==> src/rtl/text_row_ctrl.sv <==
// Byte-stream sequencer that turns UART bytes into character-buffer writes.
// Optional line scrolling is enabled with `define SCROLL_EN.
module text_row_ctrl #(
  parameter int          COLS      = 16,
  parameter int          ROWS      = 4,
  parameter int          ADDR_W    = 6,
  parameter logic [7:0]  FILL_CHAR = 8'h20
) (
  input  logic              clk,
  input  logic              rst,
  input  logic              in_valid,
  input  logic [7:0]        in_data,
  output logic              in_ready,
  output logic              wr_en,
  output logic [ADDR_W-1:0] wr_addr,
  output logic [7:0]        wr_data,
  output logic [ADDR_W-1:0] rd_addr,
  input  logic [7:0]        rd_data,
  output logic [ADDR_W-1:0] cursor,
  output logic              refresh_req,
  input  logic              refresh_ack
);

  localparam int CELLS = ROWS * COLS;
  localparam logic [ADDR_W-1:0] LAST     = ADDR_W'(CELLS - 1);
  localparam logic [ADDR_W-1:0] COLS_A   = ADDR_W'(COLS);
  localparam logic [ADDR_W-1:0] LAST_ROW = ADDR_W'((ROWS - 1) * COLS);
  localparam logic [ADDR_W-1:0] ONE      = ADDR_W'(1);

`ifdef SCROLL_EN
  typedef enum logic [1:0] {IDLE, WRITE, CLEAR, SCROLL} state_t;
`else
  typedef enum logic [1:0] {IDLE, WRITE, CLEAR} state_t;
`endif

  state_t            state_q, state_d;
  logic              in_ready_q, in_ready_d;
  logic              wr_en_q, wr_en_d;
  logic [ADDR_W-1:0] wr_addr_q, wr_addr_d;
  logic [7:0]        wr_data_q, wr_data_d;
  logic [ADDR_W-1:0] rd_addr_q, rd_addr_d;
  logic [ADDR_W-1:0] cursor_q, cursor_d;
  logic              refresh_req_q, refresh_req_d;
  logic              set_ref;

  logic [ADDR_W-1:0] col;
  logic [ADDR_W-1:0] row_base;
  logic              is_prn, is_cr, is_lf, is_bs, is_ff;

`ifdef SCROLL_EN
  logic rd_act_q, rd_act_d;
  logic pend_q, pend_d;
`else
  logic unused_rd;
  assign unused_rd = ^rd_data;
`endif

  assign col      = cursor_q % COLS_A;
  assign row_base = cursor_q - col;

  assign is_prn = (in_data >= 8'h20) && (in_data <= 8'h7E);
  assign is_cr  = in_data == 8'h0D;
  assign is_lf  = in_data == 8'h0A;
  assign is_bs  = in_data == 8'h08;
  assign is_ff  = in_data == 8'h0C;

  always_comb begin
    state_d    = state_q;
    in_ready_d = 1'b0;
    wr_en_d    = 1'b0;
    wr_addr_d  = wr_addr_q;
    wr_data_d  = wr_data_q;
    rd_addr_d  = rd_addr_q;
    cursor_d   = cursor_q;
    set_ref    = 1'b0;
`ifdef SCROLL_EN
    rd_act_d   = rd_act_q;
    pend_d     = pend_q;
`endif
    unique case (state_q)
      IDLE: begin
        in_ready_d = 1'b1;
        if (in_valid && in_ready_q) begin
          in_ready_d = 1'b0;
          state_d    = WRITE;
          unique case (1'b1)
            is_prn: begin
              wr_en_d   = 1'b1;
              wr_addr_d = cursor_q;
              wr_data_d = in_data;
              if (cursor_q == LAST) begin
`ifdef SCROLL_EN
                pend_d   = 1'b1;
`else
                cursor_d = '0;
`endif
              end else begin
                cursor_d = cursor_q + ONE;
              end
            end
            is_cr: cursor_d = row_base;
            is_lf: begin
              if (row_base == LAST_ROW) begin
`ifdef SCROLL_EN
                state_d   = SCROLL;
                rd_addr_d = COLS_A;
                rd_act_d  = 1'b1;
`else
                cursor_d  = '0;
`endif
              end else begin
                cursor_d = row_base + COLS_A;
              end
            end
            is_bs: begin
              if (col != '0) begin
                cursor_d  = cursor_q - ONE;
                wr_en_d   = 1'b1;
                wr_addr_d = cursor_q - ONE;
                wr_data_d = FILL_CHAR;
              end
            end
            is_ff: begin
              state_d   = CLEAR;
              wr_en_d   = 1'b1;
              wr_addr_d = '0;
              wr_data_d = FILL_CHAR;
            end
            default: ;
          endcase
        end
      end
      WRITE: begin
        state_d    = IDLE;
        in_ready_d = 1'b1;
        set_ref    = wr_en_q;
`ifdef SCROLL_EN
        if (pend_q) begin
          state_d    = SCROLL;
          in_ready_d = 1'b0;
          set_ref    = 1'b0;
          pend_d     = 1'b0;
          rd_addr_d  = COLS_A;
          rd_act_d   = 1'b1;
        end
`endif
      end
      CLEAR: begin
        if (wr_addr_q == LAST) begin
          state_d    = IDLE;
          in_ready_d = 1'b1;
          cursor_d   = '0;
          set_ref    = 1'b1;
        end else begin
          wr_en_d   = 1'b1;
          wr_addr_d = wr_addr_q + ONE;
        end
      end
`ifdef SCROLL_EN
      SCROLL: begin
        // copy lags the read address by one cycle, then the last row is filled
        if (rd_act_q) begin
          wr_en_d   = 1'b1;
          wr_addr_d = rd_addr_q - COLS_A;
          wr_data_d = rd_data;
          if (rd_addr_q == LAST) begin
            rd_act_d  = 1'b0;
            rd_addr_d = '0;
          end else begin
            rd_addr_d = rd_addr_q + ONE;
          end
        end else if (wr_addr_q == LAST) begin
          state_d    = IDLE;
          in_ready_d = 1'b1;
          cursor_d   = LAST_ROW;
          set_ref    = 1'b1;
        end else begin
          wr_en_d   = 1'b1;
          wr_addr_d = wr_addr_q + ONE;
          wr_data_d = FILL_CHAR;
        end
      end
`endif
      default: state_d = IDLE;
    endcase
    refresh_req_d = set_ref | (refresh_req_q & ~refresh_ack);
  end

  always_ff @(posedge clk) begin
    if (rst) begin
      state_q       <= IDLE;
      in_ready_q    <= 1'b0;
      wr_en_q       <= 1'b0;
      wr_addr_q     <= '0;
      wr_data_q     <= '0;
      rd_addr_q     <= '0;
      cursor_q      <= '0;
      refresh_req_q <= 1'b0;
`ifdef SCROLL_EN
      rd_act_q      <= 1'b0;
      pend_q        <= 1'b0;
`endif
    end else begin
      state_q       <= state_d;
      in_ready_q    <= in_ready_d;
      wr_en_q       <= wr_en_d;
      wr_addr_q     <= wr_addr_d;
      wr_data_q     <= wr_data_d;
      rd_addr_q     <= rd_addr_d;
      cursor_q      <= cursor_d;
      refresh_req_q <= refresh_req_d;
`ifdef SCROLL_EN
      rd_act_q      <= rd_act_d;
      pend_q        <= pend_d;
`endif
    end
  end

  assign in_ready    = in_ready_q;
  assign wr_en       = wr_en_q;
  assign wr_addr     = wr_addr_q;
  assign wr_data     = wr_data_q;
  assign rd_addr     = rd_addr_q;
  assign cursor      = cursor_q;
  assign refresh_req = refresh_req_q;

endmodule

==> config.mk <==
export PLATFORM = sky130hd
export DESIGN_NAME = text_row_ctrl
export DESIGN_NICKNAME = d
export VERILOG_FILES = /design/src/rtl/text_row_ctrl.sv
export SDC_FILE = /design/constraint.sdc
export NUM_CORES = 1
export LEC_CHECK = 0
export BUFFER_PORTS_ARGS = -buffer_cell sky130_fd_sc_hd__buf_2
export CAP_MARGIN = 40
export CORE_UTILIZATION = 48
export DETAILED_ROUTE_END_ITERATION = 8
export PLACE_DENSITY_LB_ADDON = 0.2
export SYNTH_ARGS = -nofsm -noshare
export SYNTH_HDL_FRONTEND = slang
export SYNTH_SLANG_ARGS = --single-unit
==> constraint.sdc <==
create_clock -name clk -period 2.4 [get_ports clk]
set_clock_uncertainty 0.15 [all_clocks]
set_input_delay 0.48 -clock clk [delete_from_list [all_inputs] [get_ports clk]]
set_output_delay 0.48 -clock clk [all_outputs]
set_load 0.005 [all_outputs]
# After elaboration in Yosys (flattened, before gate mapping)
# Index checks and enable logic that the tools add are counted.
[word_totals]
ff_bits = 25
latch_bits = 0
ram_bits = 0
romBits = 0
inputBits = 20
out_inout_bits = 29
wordCells = 70
n_memories = 0
[classes]
n_addsub = 5
n_mul = 0
div = 0
order_cmp = 2
eq_ne = 16
n_shift = 0
n_mux = 26
bitwise_logic = 3
n_reduce_logical = 11
[ops]
columns = ["cell", "count"]
rows = [
  ["two-way mux 6 bit", 7],
  ["equality test 8 x 4 -> 1 bit (second input constant)", 4],
  ["one-hot mux 6 bit (2 select lines)", 2],
  ["one-hot mux 6 bit (4 select lines)", 1],
  ["one-hot mux 8 bit (3 select lines)", 1],
  ["equality test 6 bit (second input constant)", 3],
  ["one-hot mux 6 bit (3 select lines)", 1],
  ["adder 6 x 1 -> 6 bit (second input constant)", 2],
  ["AND reduction 5 bit", 2],
  ["greater-or-equal comparator 8 x 6 -> 1 bit (second input constant)", 1],
  ["<= comparator 8 x 7 -> 1 bit (second input constant)", 1],
  ["two-way mux 8 bit", 1],
  ["adder 6 x 5 -> 6 bit (second input constant)", 1],
  ["two-way mux 2 bit", 3],
  ["!= test 2 bit (second input constant)", 3],
  ["one-hot mux 1 bit (2 select lines)", 3],
  ["nonzero test 6 bit", 1],
  ["subtractor 6 x 1 -> 6 bit (second input constant)", 1],
  ["subtractor 6 x 4 -> 6 bit", 1],
  ["two-way mux 1 bit", 5],
  ["!= test 5 bit (second input constant)", 1],
  ["!= test 4 bit (second input constant)", 1],
  ["one-hot mux 2 bit (2 select lines)", 1],
  ["AND reduction 4 bit", 1],
  ["14 further kinds", 15],
]

# Longest topological paths before layout
[depth]
depth_word = 6
depth_mapped = 9
mapped_depth_nobuf = 7

# Worst setup path before layout
# OpenSTA, ideal clock, no wires.
[synth_timing]
path_type = "register to register"
from = "register cursor_q[0], in the netlist cursor[0]"
to = "register wr_addr_q[0], in the netlist wr_addr[0]"
setup_ps = 74
arrival_ps = 2174
required_ps = 2176
slack_ps = 2
path_stages_with_launch = 10
n_path_buf = 2
period_less_slack_ps = 2398
path_cell_list = "dfxtp_1 clkbuf_1 inv_1 ha_1 or4b_2 nand4b_2 and3_1 buf_2 or4_1 a31oi_1"
[synth_via]
elab_chain_cells = 5
elab_cells_between_ends = 8
classes_between = "1 x add/sub; 1 x eq/ne; 4 x mux; 2 x reduce/logical"
[synth_rtl]
columns = ["element", "line_no", "source"]
rows = [
  ["start, declared", "42", "logic [ADDR_W-1:0] cursor_q, cursor_d;"],
  ["start signal, assigned", "210", "cursor_q <= cursor_d;"],
  ["subtractor 6 x 1 -> 6 bit", "119", "wr_addr_d = cursor_q - ONE;"],
  ["two-way mux 6 bit", "116", "if (col != '0) begin"],
  ["one-hot mux 6 bit (3 select lines)", "86", "unique case (1'b1)"],
  ["two-way mux 6 bit", "83", "if (in_valid && in_ready_q) begin"],
  ["one-hot mux 6 bit (2 select lines)", "80", "unique case (state_q)"],
  ["end signal, assigned", "207", "wr_addr_q <= wr_addr_d;"],
  ["end, declared", "39", "logic [ADDR_W-1:0] wr_addr_q, wr_addr_d;"],
]
# Parallel ways exist; a longest one is shown, timed or not. The select of a mux whose other input is x is not followed.
# A chain may end at the register's enable or synchronous reset.

# Worst setup path after layout
[layout_timing]
from = "register state_q[0]"
to = "register wr_addr_q[0], in the netlist wr_addr[0]"
[layout_via]
elab_chain_cells = 3
elab_cells_between_ends = 9
classes_between = "5 x eq/ne; 1 x mux; 3 x reduce/logical"
[layout_rtl]
columns = ["element", "line_no", "source"]
rows = [
  ["start, declared", "36", "state_t state_q, state_d;"],
  ["start signal, assigned", "204", "state_q <= state_d;"],
  ["equality test 2 bit / zero test 2 bit (equally long branches)", "80", ""],
  ["!= test 2 bit (no source line), or another cell as far along", "-", ""],
  ["AND reduction 5 bit (no source line)", "-", ""],
]
# Parallel ways exist; a longest one is shown, timed or not.

==> out/metrics.cfg <==
[run_status]
outcome = completed

[finish]
final_layout_size_suffix_gt1_frac = 0.2595
utilization = 0.6096
final_cell_mix = buf_2 (34), buf_4 (27), dfxtp_1 (25)
diodes = 0
final_nets = 319
areaGrowthSynthToFinish_pct = 19.14
final_common_cell = buf_2

[sta]
relSlewSlack = 0.6504
worst_pin_slew_ps = 523.3
setup_viol = 0
rsz0062_at_grt = false
fmax_mhz = 453.0
fin_crit_ps = 2208
min_period_over_period = 0.9198
finalSetupTns_ps = 0
slew_violations = 0
finalHoldViolCount = 0
hold_slack_ps = 305.5

[power_and_ir_drop]
p_leak_nw = 0.9480
peakVddDrop_mv = 0.2139
total_power_mw = 0.8554
cellPowerDensity_mw_per_mm2 = 374.8

[floorplan]
dieHeight_um = 65.17
io_pins = 49
die_area_mm2 = 0.004247
core_mm2 = 0.003744
rows = 22
start_util = 0.5117
fp.dieW_um = 65.17

[clock_tree]
clock_latency_ps = 280
cts_resized = 0
cts_root_buffer = clkbuf_8
cts_tree = yes
htree_levels = 1
postCtsHoldBufs = 0
clk_pin_slew_ps = 90
numCtsBuffers = 3
cts_sinks = 25
postCtsSetupRepairBufs = 0
clock_path_buffers = 2

[synthesis]
ys.flop_type = dfxtp_1
syn-instance-count = 244
synth_seq_cells = 25
synth_enable_flop_cells = 0
ys_async_sr_fraction = 0
ys_types = 53
yosysWarnings = 0
netlist_area_mm2 = 0.001916
seq_area_frac_synth = 0.2613
syn_avg_cell_area_um2 = 7.851

[routing]
dr.pass1.iters = 4
dr.first_iter.drc_count = 107
post-route-drc-count = 0
via_count = 2032
vias_per_cell = 6.030
antenna_left = 0
wl_per_cell_um = 15.09
totalWireLength_um = 5086

[global_route]
overflow = 0
grt_pass1_wl_um = 8576
grt_max_degree = 23
antenna_found_initial = 0
grt_pass1_vias = 1791
grt_usage = 0.2570

[hold_path]
hold_path_class = register to register

[worst_setup_path]
crit_chain = inv_1, ha_1, and3_1, o21bai_1, nand2_1, or4_1, a31oi_1
critPathRequiredTime_ps = 2470
critPathKind = register to register
cpPeakStageDelay_ps = 430
critPathMaxFanout = 9
start_kind = register
cp_num_buf_inv = 1
cp.arrival_ps = 2270
critPathTopFamily = simple AND/OR/NAND/NOR gates
slowest_stage = or4_1
end_kind = register

[run]
maxCapViolations = 0

[place]
hpwl_um = 3724
numPortBuffers = 34
gp_congestion = 0.8797

[cells in the mapped netlist, types with 6 or more instances]
master    count  area share
nand4_1       9       0.029
ha_1          9       0.059
nor2_1       15       0.029
nand2_1      20       0.039
o31ai_1      11       0.043
o211ai_1      9       0.035
nand3_1      11       0.029
buf_4         6       0.024
o21ai_0      15       0.039
dfxtp_1      25        0.26
clkbuf_1     13       0.025
inv_1         9       0.018
a21oi_1      14       0.037
[report_power, final]
part	internal, mW	total (mW)	switching, mW
clock	0.119	0.257	0.138
sequential	0.423	0.428	0.00501
combinational	0.0679	0.170	0.103
[stage by stage]
stage | area, um2 | setup WS [ps] | cells
after floorplan | 1934 | 2.004 | 249
after global placement | 2237 | -39.68 | 333
after detailed placement | 2237 | -27.24 | 333
after CTS | 2282 | 200.0 | 337
after global routing | 2282 | 1.430 | 337
final | 2282 | 192.4 | 337
[sequential cells by signal, indices dropped and copies added, names as in the netlist]
name and count:
wr_en 1, state_q 2, wr_addr 6, cursor 6, refresh_req 1, in_ready 1, wr_data 8
[logic make-up after synthesis]
group,synth area share
AO/OA/AOI/OAI,0.3011
adder cells (fa/ha/maj),0.05879
other,0.001958
buffers and inverters,0.08556
AND/OR/NAND/NOR,0.2711
flip-flops,0.2613
XOR/XNOR,0.004573
multiplexers,0.01568
[metal layers]
| metal | global-route usage | wire, um |
|---|---|---|
| met2 | 0.3969 | 2348 |
| met1 | 0.3606 | 2383 |
| met3 | 0.03819 | 281 |
| met5 | 0 | 0 |
| met4 | 0.08967 | 73 |
[path summary, 6_finish.rpt]
path,from,end,slack [ps],cells after the start
min reg2reg,wr_data[5],wr_data[5],310,2
min,wr_data[5],wr_data[5],310,2
max reg2reg,state_q[0],wr_addr[0],190,7
max,state_q[0],wr_addr[0],190,7
[worst reg2reg max path, delay by kind of cell (launching register included)]
| family | cells | cell delay (ps) |
|---|---|---|
| AO/OA/AOI/OAI | 2 | 380 |
| adder cells (fa/ha/maj) | 1 | 330 |
| buffers and inverters | 1 | 100 |
| flip-flops | 1 | 350 |
| AND/OR/NAND/NOR | 3 | 870 |
[final cells by class]
cell class,instances,area [um2]
fill,354,1461
multi-input combinational,190,1270
sequential,25,500.5
timing repair buffer,61,372.9
tap,48,60.06
clock buffer,4,45.04
inverter,9,33.78
No activity file was read; power rests on OpenSTA's default activity.
